**src/rtl/dma_channel_scheduler.sv**
```systemverilog
// dma_channel_scheduler
//
// Four-channel descriptor scheduler placed in front of a single-channel DMA
// controller. Software loads per-channel SRC/DST/SIZE descriptors and sets
// GO bits through a register write port. Pending channels are serialised
// onto the controller with round-robin arbitration. Per-channel done/error
// status is kept as sticky flags, and an interrupt is raised from them.
//
// Ports
//   clk, reset        single clock, synchronous active-high reset
//   cfg_we            register write strobe
//   cfg_addr[3:2]     channel select
//   cfg_addr[1:0]     register select: 0 SRC, 1 DST, 2 SIZE, 3 CTRL
//   cfg_wdata         write data (SIZE uses [LEN_W-1:0])
//                     CTRL bits: 0 GO, 1 irq_en, 8 W1C done, 9 W1C err
//   dma_request       request to the controller, high for a whole launch
//   start_transfer    one-cycle launch strobe to the controller
//   src_addr          source address of the launched channel
//   dest_addr         destination address of the launched channel
//   transfer_size     word count of the launched channel
//   dma_ack           controller acknowledge; status only, not used here
//   transfer_done     one-cycle completion pulse from the controller
//   ch_pending        GO accepted, not yet finished
//   ch_done           sticky completion flags
//   ch_err            sticky error flags (zero-size descriptor)
//   busy              a channel is launched on the controller
//   active_ch         channel most recently granted
//   irq               OR over channels of (done | err) & irq_en
//
// state    | meaning
// ---------+-----------------------------------------------------------
// S_IDLE   | nothing launched; grants the next pending channel
// S_LAUNCH | start_transfer high for this single cycle
// S_BUSY   | dma_request held until the controller reports completion

module dma_channel_scheduler #(
   parameter int NUM_CH = 4,
   parameter int ADDR_W = 32,
   parameter int LEN_W  = 16
) (
   input  logic              clk,
   input  logic              reset,
   input  logic              cfg_we,
   input  logic [3:0]        cfg_addr,
   input  logic [31:0]       cfg_wdata,
   output logic              dma_request,
   output logic              start_transfer,
   output logic [ADDR_W-1:0] src_addr,
   output logic [ADDR_W-1:0] dest_addr,
   output logic [LEN_W-1:0]  transfer_size,
   input  logic              dma_ack,
   input  logic              transfer_done,
   output logic [NUM_CH-1:0] ch_pending,
   output logic [NUM_CH-1:0] ch_done,
   output logic [NUM_CH-1:0] ch_err,
   output logic              busy,
   output logic [1:0]        active_ch,
   output logic              irq
);

   localparam logic [1:0] REG_SRC  = 2'd0;
   localparam logic [1:0] REG_DST  = 2'd1;
   localparam logic [1:0] REG_SIZE = 2'd2;
   localparam logic [1:0] REG_CTRL = 2'd3;

   typedef enum logic [1:0] {
      S_IDLE   = 2'd0,
      S_LAUNCH = 2'd1,
      S_BUSY   = 2'd2
   } state_t;

   state_t            state;

   logic [ADDR_W-1:0] src_q  [NUM_CH];
   logic [ADDR_W-1:0] dst_q  [NUM_CH];
   logic [LEN_W-1:0]  size_q [NUM_CH];
   logic [NUM_CH-1:0] irq_en_q;
   logic [1:0]        last_grant;

   logic [1:0]        cfg_ch;
   logic [1:0]        cfg_reg;
   logic              ctrl_wr;
   logic              desc_wr;

   logic              grant_valid;
   logic [1:0]        grant_ch;
   logic              zero_grant;
   logic              finish;

   logic [NUM_CH-1:0] go_set;
   logic [NUM_CH-1:0] pend_clr;
   logic [NUM_CH-1:0] done_set;
   logic [NUM_CH-1:0] done_clr;
   logic [NUM_CH-1:0] err_set;
   logic [NUM_CH-1:0] err_clr;

   // The acknowledge is informational only; sequencing relies on transfer_done.
   logic              unused_dma_ack;
   assign unused_dma_ack = dma_ack;

   // Address decode. Descriptor writes to a pending channel are dropped so the
   // values captured at grant time cannot change underneath a queued request.
   always_comb begin
      cfg_ch  = cfg_addr[3:2];
      cfg_reg = cfg_addr[1:0];
      ctrl_wr = cfg_we && (cfg_reg == REG_CTRL);
      desc_wr = cfg_we && (cfg_reg != REG_CTRL) && !ch_pending[cfg_ch];
   end

   // Round-robin search starting one past the previous grant.
   always_comb begin
      grant_valid = 1'b0;
      grant_ch    = last_grant;
      for (int i = 1; i <= NUM_CH; i++) begin
         if (!grant_valid && ch_pending[last_grant + 2'(i)]) begin
            grant_valid = 1'b1;
            grant_ch    = last_grant + 2'(i);
         end
      end
   end

   // A zero-length descriptor is retired at grant time instead of being handed
   // to the controller, whose word counter would otherwise wrap.
   always_comb begin
      zero_grant = (state == S_IDLE) && grant_valid && (size_q[grant_ch] == '0);
      finish     = (state == S_BUSY) && transfer_done;
   end

   // Per-channel flag set/clear terms. A GO on an already pending channel
   // (including the active one) is dropped here.
   always_comb begin
      go_set   = '0;
      pend_clr = '0;
      done_set = '0;
      done_clr = '0;
      err_set  = '0;
      err_clr  = '0;
      for (int c = 0; c < NUM_CH; c++) begin
         if (ctrl_wr && (cfg_ch == 2'(c))) begin
            go_set[c]   = cfg_wdata[0] && !ch_pending[c];
            done_clr[c] = cfg_wdata[8];
            err_clr[c]  = cfg_wdata[9];
         end
         if (zero_grant && (grant_ch == 2'(c))) begin
            pend_clr[c] = 1'b1;
            done_set[c] = 1'b1;
            err_set[c]  = 1'b1;
         end
         if (finish && (active_ch == 2'(c))) begin
            pend_clr[c] = 1'b1;
            done_set[c] = 1'b1;
         end
      end
   end

   // Register file and status flags. Hardware set terms are OR'd after the
   // W1C mask so a completion in the same cycle as a clear leaves the flag set.
   always_ff @(posedge clk) begin
      if (reset) begin
         for (int c = 0; c < NUM_CH; c++) begin
            src_q[c]  <= '0;
            dst_q[c]  <= '0;
            size_q[c] <= '0;
         end
         irq_en_q   <= '0;
         ch_pending <= '0;
         ch_done    <= '0;
         ch_err     <= '0;
      end else begin
         if (desc_wr) begin
            case (cfg_reg)
               REG_SRC:  src_q[cfg_ch]  <= cfg_wdata[ADDR_W-1:0];
               REG_DST:  dst_q[cfg_ch]  <= cfg_wdata[ADDR_W-1:0];
               REG_SIZE: size_q[cfg_ch] <= cfg_wdata[LEN_W-1:0];
               default:  ;
            endcase
         end
         if (ctrl_wr) begin
            irq_en_q[cfg_ch] <= cfg_wdata[1];
         end
         ch_pending <= (ch_pending & ~pend_clr) | go_set;
         ch_done    <= (ch_done & ~done_clr) | done_set;
         ch_err     <= (ch_err & ~err_clr) | err_set;
      end
   end

   // Launch sequencer. All controller-facing outputs are registered.
   always_ff @(posedge clk) begin
      if (reset) begin
         state          <= S_IDLE;
         last_grant     <= 2'd3;
         active_ch      <= '0;
         dma_request    <= 1'b0;
         start_transfer <= 1'b0;
         busy           <= 1'b0;
         src_addr       <= '0;
         dest_addr      <= '0;
         transfer_size  <= '0;
      end else begin
         case (state)
            S_IDLE: begin
               start_transfer <= 1'b0;
               dma_request    <= 1'b0;
               busy           <= 1'b0;
               if (grant_valid) begin
                  last_grant <= grant_ch;
                  active_ch  <= grant_ch;
                  if (!zero_grant) begin
                     src_addr       <= src_q[grant_ch];
                     dest_addr      <= dst_q[grant_ch];
                     transfer_size  <= size_q[grant_ch];
                     start_transfer <= 1'b1;
                     dma_request    <= 1'b1;
                     busy           <= 1'b1;
                     state          <= S_LAUNCH;
                  end
               end
            end
            S_LAUNCH: begin
               start_transfer <= 1'b0;
               state          <= S_BUSY;
            end
            S_BUSY: begin
               if (transfer_done) begin
                  dma_request <= 1'b0;
                  busy        <= 1'b0;
                  state       <= S_IDLE;
               end
            end
            default: begin
               start_transfer <= 1'b0;
               dma_request    <= 1'b0;
               busy           <= 1'b0;
               state          <= S_IDLE;
            end
         endcase
      end
   end

   assign irq = |((ch_done | ch_err) & irq_en_q);

endmodule

```
**config.mk**
```make
export PLATFORM = sky130hd
export DESIGN_NAME = dma_channel_scheduler
export DESIGN_NICKNAME = d
export VERILOG_FILES = /design/src/rtl/dma_channel_scheduler.sv
export SDC_FILE = /design/constraint.sdc
export NUM_CORES = 1
export LEC_CHECK = 0
export ABC_AREA = 1
export CORE_MARGIN = 10
export CORE_UTILIZATION = 39
export CTS_CLUSTER_DIAMETER = 120
export DETAILED_ROUTE_END_ITERATION = 7
export PLACE_DENSITY = 0.68
export SLEW_MARGIN = 20
export SYNTH_ARGS = -nofsm -noshare
export SYNTH_HDL_FRONTEND = slang
export SYNTH_SLANG_ARGS = --single-unit
```
**constraint.sdc**
```tcl
create_clock -name clk -period 8.95 [get_ports clk]
set_input_delay 2.685 -clock clk [delete_from_list [all_inputs] [get_ports clk]]
set_output_delay 2.685 -clock clk [all_outputs]
set_load 0.05 [all_outputs]
```
==> flow_summary.json <==
{
  "ys_types": 26,
  "firstDrtPassIters": 5,
  "synth-edff-count": 320,
  "grt_usage": 0.172,
  "cp_num_buf_inv": 3,
  "drt_iter0_markers": 1381,
  "fill_cells": 4143,
  "drive_gt1_frac": 0.0709,
  "cts_tree": "yes",
  "grt_overflow": 0,
  "core_um2": 45100,
  "htreeDepth": 2,
  "synthCells": 1779,
  "synth_fp_nets": 1820,
  "net-switching-power_w": 0.00217,
  "ir_worst_vdd_uv": 237,
  "critical_path_required_ps": 9120,
  "worst_slew_pin_slew_ps": 1010,
  "slew_headroom": 0.325,
  "status": "complete, no violations",
  "grt_max_degree": 89,
  "setup_viol": 0,
  "cp_slowest_stage_delay_ps": 850,
  "die_area_um2": 54300,
  "crit_family": "simple AND/OR/NAND/NOR gates",
  "post_cts_buffers": 0,
  "crit_path_cell_trace": "clkdlybuf4s50_1, nor2_1, inv_1, o22ai_1, a21oi_1, nand2_1, nor2_1, inv_1, nor2_1, nand2_1, nand2_1",
  "cp-end-kind": "flop",
  "fin_cells": 2491,
  "ios": 139,
  "dp_cells": 2411,
  "antenna_cells": 0,
  "grt_pass1_vias": 12800,
  "avgSynthCellArea_um2": 9.95,
  "placed_area_um2": 19400,
  "async_flop_share": 0,
  "clkTransAtPathRegs_ps": 60,
  "numPortBuffers": 137,
  "pwr-share-clk": 0.291,
  "path_max_fanout": 20,
  "p_sw_frac": 0.363,
  "critical_path_class": "input pin to flop",
  "mostFrequentLayoutCells": "409 x nand2_1, 320 x edfxtp_1, 293 x nor2_1",
  "route.vias.total": 13000,
  "routed_wl_mm": 48.1,
  "via_per_inst": 5.24,
  "grt_first_pass_wirelength_mm": 73.4,
  "clock-sinks": 424,
  "maxSlewViolCount": 0,
  "dp_hpwl_mm": 28.2,
  "max_freq_mhz": 170,
  "cts_root_buffer": "clkbuf_16",
  "hold_viol_final": 0,
  "nets": 1897,
  "drtAntennaViolNets": 0,
  "cts_buffer_depth": 3,
  "max-cap-violations": 0,
  "fin_crit_ps": 5880,
  "critPathLaunchType": "input pin",
  "crit_path_top_delay_cell": "nand2_1",
  "power_frac_comb": 0.307,
  "drc": 0,
  "std_cell_rows": 78,
  "skew_ps": 14.5,
  "start_util": 0.393,
  "final_area_um2": 20800,
  "fin_crit_sh": 0.657,
  "synth_seq_area_share": 0.660,
  "gpl.final_weighted_congestion": 0.834,
  "seq_power_share": 0.403,
  "hold_class": "flop to flop",
  "routedWlPerCell_um": 19.3,
  "syn_to_final_growth_pct": 17.5,
  "netlist_area_um2": 17700,
  "clkLatencyLatePin_ps": 550,
  "power_density_nw_per_um2": 288,
  "die_w_um": 233,
  "ctsResizeCount": 0,
  "fp.dieH_um": 233,
  "power.internal_w": 0.00382,
  "worstPathArrival_ps": 6050,
  "rsz0062_at_grt": "false",
  "synth_warnings": 0,
  "numCtsBuffers": 43,
  "antenna_found_initial": 1,
  "leakagePower_nw": 7.86,
  "mostFrequentLayoutCell": "nand2_1",
  "hold_buffers": 0,
  "synthFlopType": "edfxtp_1",
  "setup_tns_ps": 0,
  "synth-seq-cells": 424
}
==> layer usage <==
layer  GRT usage  wire [um]  vias up
met5           0         12        -
met4      0.0461        891        2
met3      0.0337       3570       59
met2       0.293      23700      495
met1       0.221      19900     6315
li1            -          -     6175
==> through the flow <==
| step | setup WS, ps | total power [W] | utilization | hold WS [ps] |
|---|---|---|---|---|
| CTS | 3110 | 0.00603 | 0.462 | 462 |
| global route | 2830 | 0.00624 | 0.462 | 483 |
| floorplan | 2930 | 0.00374 | - | 497 |
| detailed placement | 2560 | 0.00430 | 0.431 | 452 |
| finish | 3070 | 0.00599 | 0.462 | 461 |
| global placement | 2660 | 0.00428 | 0.431 | 451 |
==> state kept, by name, summed over array words and instances (netlist names), 2 cells and up <==
| name | count |
|---|---|
| dst_q | 128 |
| src_q | 128 |
| size_q | 64 |
| dest_addr | 32 |
| src_addr | 32 |
| transfer_size | 16 |
| ch_done | 4 |
| ch_err | 4 |
| ch_pending | 4 |
| irq_en_q | 4 |
| active_ch | 2 |
| last_grant | 2 |
| state | 2 |
==> cells by family (layout without fill, tap and decap cells) <==
family | after synthesis | count (layout) | share of synthesized area
AOI/OAI and AO/OA | 192 | 192 | 0.0659
DFF | 424 | 424 | 0.660
buffers and inverters | 203 | 315 | 0.0498
and+or+nand+nor | 960 | 960 | 0.224
==> Yosys cell counts (2+ instances only) <==
cell	count	area (um^2)
inv_2	6	22.5
nand3_1	175	876
clkbuf_1	83	312
o21ai_0	26	130
o211ai_1	2	15.0
a21oi_2	10	87.6
buf_1	12	45.0
edfxtp_1	320	9610
nand4_1	6	37.5
nor3_1	52	260
buf_4	4	30.0
nand2_1	412	1550
dfxtp_1	104	2080
a21oi_1	88	440
buf_6	10	113
nor2_1	294	1100
inv_1	65	244
a22oi_1	64	480
nand2_2	18	113
buf_2	15	75.1
clkinv_1	7	26.3
nor2_4	2	22.5
==> final timing paths <==
check             slack [ps]                          to                        from  cells past startpoint
hold / removal           460   src_addr[24]$_SDFFE_PP0P_   src_addr[24]$_SDFFE_PP0P_                      2
hold reg to reg          460   src_addr[24]$_SDFFE_PP0P_   src_addr[24]$_SDFFE_PP0P_                      2
setup reg to reg        4480   src_addr[12]$_SDFFE_PP0P_  last_grant[0]$_SDFFE_PP1P_                     20
setup / recovery        3070  size_q[1][8]$_SDFFCE_PN0P_                 cfg_addr[2]                     11
==> cell type report <==
type	instances	area, um^2	area share
Sequential cell	424	11700	0.562
Clock buffer	68	1270	0.0609
Timing Repair Buffer	157	1520	0.0730
Multi-Input combinational cell	1152	5190	0.249
Clock inverter	12	101	0.00487
Tap cell	600	751	0.0361
Inverter	78	293	0.0141
==> worst register-to-register path, stage by stage, from the launching register on <==
cell     delay (ps)
dfxtp_1         550
inv_2           180
nand2_1         120
nand2_1         100
nand2_1         110
nand2_2          90
nand2_2          90
nand2_1          50
nand2_1          50
nand2_1          50
nand2_1         640
inv_2           390
nand2_1         160
nand2_1         140
nor2_1          130
nand2_1          90
nor2_4          230
nand2_2         110
nand2_4         670
nand2_1         230
a21oi_1         190
==> power groups by stage <==
| stage | Clock (W) | Sequential, W | Combinational [W] |
|---|---|---|---|
| after floorplan | 0 | 0.00289 | 0.000848 |
| after global placement | 0 | 0.00244 | 0.00184 |
| after detailed placement | 0 | 0.00245 | 0.00185 |
| after CTS | 0.00177 | 0.00241 | 0.00185 |
| after global routing | 0.00184 | 0.00244 | 0.00197 |
| final | 0.00174 | 0.00241 | 0.00184 |
Power figures use the tool's default switching activity.
==> variant 1 (same settings) <==
Set the parameter `NUM_CH` to 8 (it was 4).
--- a/src/rtl/dma_channel_scheduler.sv
+++ b/src/rtl/dma_channel_scheduler.sv
@@ -36,3 +36,3 @@
 module dma_channel_scheduler #(
-   parameter int NUM_CH = 4,
+   parameter int NUM_CH = 8,
    parameter int ADDR_W = 32,
Ports: changed (resized ch_done, ch_err and ch_pending); port bits go from 139 to 151. No check against the original RTL was run, so the function may have changed too.
==> variant 1 against the original RTL <==
  * Sequential cell count up 12
  * Total power down 11%
  * Combinational power down 36%
  * Design area up 1.8%
  * Setup slack worse by 0.14 ns
  * Wire length up 0.78%
  * Synthesized area up 1.2%
  * Utilization up 0.53 points
  * Worst hold slack worse by 0.0083 ns
==> variant 1: results (changes against the original RTL) <==
Drt
  • 1st-iter DRT viols: 1249 (-9.6%)
  • Vias per std cell: 5.22 (-0.36%)
  • Wl on met1: 20.3 mm (+1.7%)
  • Met2 WL: 22.9 mm (-3.3%)
  • Final wirelength: 48.5 mm (+0.78%)
  • Max Used Layer: met4
  • Met3 wire len: 4.03 mm (+13%)

Global route
  • Met3 GRT Util: 0.0341 (+0.000353)
  • Vias in the first global route: 12900 (+0.91%)
  • Largest net degree at the start of global routing: 84 (-5.6%)
  • First-pass GRT wire length: 73.9 mm (+0.75%)
  • GR Util met1: 0.227 (+0.00678)
  • All-Layer GR Usage: 0.172 (-0.000412)
  • Antenna violations before repair: 0 (-1)
  • Met2 Track Usage GR: 0.279 (-0.0138)

Finish
  • Fraction of layout cells with a size suffix above 1: 0.0596 (-0.0113)
  • Final nets: 1936 (+2.1%)

Synthesis
  • Seq/Total Area, Yosys: 0.666 (+0.00557)
  • Post-synthesis area per instance: 9.94 sq um (-0.15%)
  • Post-synthesis compound-gate area fraction: 0.0678 (+0.00194)
  • Synth cell count leaders: nand2_1 (421), nor2_1 (344), edfxtp_1 (320)
  • Post-synth cell types: 27 (+3.8%)
  • Syn. warnings: 0 (unchanged)
  • Main area contributors after synthesis: edfxtp_1 (54%), dfxtp_1 (13%), nand2_1 (8.8%), nor2_1 (7.2%), nand3_1 (5.1%)

Setup path
  • Crit path arrival time: 6.25 ns (+0.20 ns)
  • CP Max Fanout: 33 (+65%)
  • R2R cell count: 18 (-10%)

CTS
  • CTS buffer count: 44 (+2.3%)

Worst hold path
  • Hold depth: 1 (-1)

Placement
  • # port buffers: 149 (+8.8%)
  • Cell count after placement: 2449 (+1.6%)
  • Pre-CTS setup slack: 2.57 ns (+0.00938 ns)
  • RePlAce Congestion: 0.805 (-3.4%)

Status
  • Status: finished clean

Timing
  • Max Clock Skew: 0.0283 ns (+0.0138 ns)
  • Slew margin rel.: 0.322 (-0.00294)

Pwr
  • Peak VDD IR: 0.115 mV (-52%)
==> variant 1: cell types whose count changed in the layout (fill, tap and decap cells not counted), sizes merged, moves of 6 or more <==
cell           unedited run  this run
nand3                   176       185
o21ai                    26        33
dfxtp                   104       116
a21oi                    98       104
clkbuf                   68        60
nor3                     52         0
nor2                    296       347
clkdlybuf4s50           136       148
==> variant 1: final timing paths <==
kind / slack [ns] / startpoint / endpoint
min: 0.45 / ch_pending[5] / ch_pending[5]
max reg2reg: 4.43 / last_grant[0] / dest_addr[14]
max: 2.93 / cfg_addr[3] / src_q[1][1]
min reg2reg: 0.45 / ch_pending[5] / ch_pending[5]
==> variant 1: layout make-up <==
class	instances	area (sq um)
clock buffer	60	1220
multi-input combinational	1173	5180
fill	4089	24200
timing repair buffer	171	1650
inverter	69	262
clock inverter	22	190
sequential	436	11900
tap	600	751
==> variant 1: power by group <==
part           switching, mW  internal (mW)  total (mW)
combinational          0.867          0.312        1.18
clock                  0.784           1.03        1.81
sequential            0.0688           2.30        2.37
==> variant 2 (same settings) <==
Without the edit above. Register the output `ch_err` once more, with the module's reset; this adds one clock of latency there. The other outputs are not delayed to match.
--- a/src/rtl/dma_channel_scheduler.sv
+++ b/src/rtl/dma_channel_scheduler.sv
@@ -71,2 +71,4 @@
 
+   logic [NUM_CH-1:0] ch_err_s0;
+
    state_t            state;
@@ -167,3 +169,3 @@
          ch_done    <= '0;
-         ch_err     <= '0;
+         ch_err_s0  <= '0;
       end else begin
@@ -182,3 +184,3 @@
          ch_done    <= (ch_done & ~done_clr) | done_set;
-         ch_err     <= (ch_err & ~err_clr) | err_set;
+         ch_err_s0  <= (ch_err_s0 & ~err_clr) | err_set;
       end
@@ -239,3 +241,11 @@
 
-   assign irq = |((ch_done | ch_err) & irq_en_q);
+   assign irq = |((ch_done | ch_err_s0) & irq_en_q);
+
+   always_ff @(posedge clk) begin
+      if (reset) begin
+         ch_err <= '0;
+      end else begin
+         ch_err <= ch_err_s0;
+      end
+   end
 
Behaviour: not the same (a bounded check fails within 4 cycles, from zero or initial values and one cycle with reset high).
==> variant 2 against the original RTL <==
  * Sequential cell count is 4 higher
  * Utilization up 0.11 points
  * Synthesized area grew 1.3%
  * Highest routed layer is now met4
  * Setup slack lost 1.0 ns
  * Design area is 1.1% higher
  * Via count up 3.7%
  * Wire length rose by 2.5%
  * Total power is 6.4% higher
==> variant 2: results (changes against the original RTL) <==
Drt
  • 1st-iter DRT viols: 1291 (-6.5%)
  • Final wirelength: 49.3 mm (+2.5%)
  • Remaining antenna violation count: 0 (unchanged)
  • First-pass DRT Iterations: 5 (unchanged)
  • DR vias: 13500 (+3.7%)

CTS
  • Postcts setup bufs: 0 (unchanged)
  • Post-cts sizing count: 0 (unchanged)
  • CTS buffer count: 44 (+2.3%)
  • Clock Tree Buf Depth: 3 (unchanged)
  • Later-pin clock latency in the skew report: 0.57 ns (+0.02 ns)

Synthesis
  • Seq/Total Area, Yosys: 0.656 (-0.00415)
  • Synth cell count leaders: nand2_1 (499), edfxtp_1 (320), nor2_1 (313)
  • Post-synthesis cell count: 1869 (+5.1%)
  • Main area contributors after synthesis: edfxtp_1 (54%), dfxtp_1 (12%), nand2_1 (10%), nor2_1 (6.5%), nand3_1 (3.5%)
  • Post-synth cell types: 27 (+3.8%)

Placement
  • Post-DP Area: 0.0196 sq mm (+1.1%)
  • Cell count after placement: 2493 (+3.4%)
  • RePlAce Congestion: 0.826 (-0.96%)
  • DP Wirelength: 28.7 mm (+1.6%)

Setup path
  • Critical Path RT: 9.03 ns (-0.09 ns)
  • CP Max Fanout: 32 (+60%)
  • Critical path's slowest cell: clkinv_1
  • R2R Setup Slk: 3.52 ns (-0.96 ns)
  • Slowest stage delay, CP: 0.96 ns (+0.11 ns)
  • Worst Setup EP: src_q[1][19]
  • Reg2reg end: dest_addr[23]

Timing
  • Slew @ Worst Pin: 1.07 ns (+0.0549 ns)
  • Max Clock Skew: 0.0213 ns (+0.00678 ns)

Global route
  • Vias in the first global route: 13200 (+2.8%)
  • First-pass GRT wire length: 75.0 mm (+2.1%)
  • Antenna violations before repair: 0 (-1)
  • All-Layer GR Usage: 0.175 (+0.00290)

Pwr
  • Net Sw Frac: 0.389 (+0.0268)
  • Peak VDD IR: 0.220 mV (-7.2%)
  • Pleak: 8.02 nW (+2.1%)

Finish
  • Final nets: 1980 (+4.4%)
  • Number of diodes: 0 (unchanged)
  • Fraction of layout cells with a size suffix above 1: 0.0552 (-0.0157)
  • Non-filler cells in the finished layout: 2575 (+3.4%)

Status
  • Status: finished clean
## variant 2: cell types whose count changed in the layout (fill, tap and decap cells not counted), moves of 10 or more
cell     change
a21oi_2     -10
inv_1       +42
nand3_1     -51
nand2_1     +84
nand4_1     +62
a22oi_1     -60
nand2_2     -10
nor3_1      -15
nor2_1      +18
## variant 2: worst min-delay path, delay by kind of cell (launching register included)
family                 cells  cell delay, ns
buffers and inverters      1            0.04
AND/OR/NAND/NOR            1            0.04
flip-flops                 1            0.30
## variant 2: cells by family after synthesis
| kind of cell | share of synthesized area |
|---|---|
| simple gates | 0.248 |
| flops | 0.656 |
| buf+inv | 0.0570 |
| compound gates | 0.0391 |
## variant 2: area by class of cell
| type | instances | area (sq um) |
|---|---|---|
| Clock buffer | 67 | 1280 |
| Timing Repair Buffer | 153 | 1490 |
| Tap cell | 600 | 751 |
| Multi-Input combinational cell | 1198 | 5210 |
| Fill cell | 4260 | 24400 |
| Sequential cell | 428 | 11800 |
| Inverter | 114 | 430 |
| Clock inverter | 15 | 111 |
## variant 2: worst min-delay path by stage
stage | from | end | slack [ns] | depth (start not counted)
finish | ch_err_s0[1] | ch_err[1] | 0.44 | 2
global route | ch_err_s0[1] | ch_err[1] | 0.45 | 2
CTS | ch_err_s0[1] | ch_err[1] | 0.44 | 2
detailed placement | ch_err_s0[1] | ch_err[1] | 0.43 | 2
global placement | ch_err_s0[3] | ch_err[3] | 0.42 | 2
floorplan | ch_err_s0[0] | ch_err[0] | 0.41 | 2
## variant 2: per-stage QoR
stage               setup slack (ns)  power [mW]   util
CTS                             2.41        6.41  0.463
floorplan                       2.87        3.97      -
detailed placement              1.85        4.64  0.432
global route                    1.83        6.66  0.463
finish                          2.02        6.37  0.463
global placement                1.90        4.62  0.432
## variant 2: per-layer routing
metal	up-vias	share of wire	global-route usage	wire, um
li1	6358	-	-	-
met3	84	0.082	0.0325	4060
met4	0	0.028	0.0631	1390
met1	6548	0.40	0.217	19500
met2	545	0.49	0.301	24400
met5	-	0	0	0
## variant 2: power groups by stage
stage          Combinational (mW)  Sequential [mW]  Clock, mW
2_1_floorplan                1.23             2.74          0
3_3_place_gp                 2.20             2.42          0
3_5_place_dp                 2.21             2.43          0
4_1_cts                      2.23             2.39       1.80
5_1_grt                      2.39             2.40       1.87
6_report                     2.21             2.38       1.77
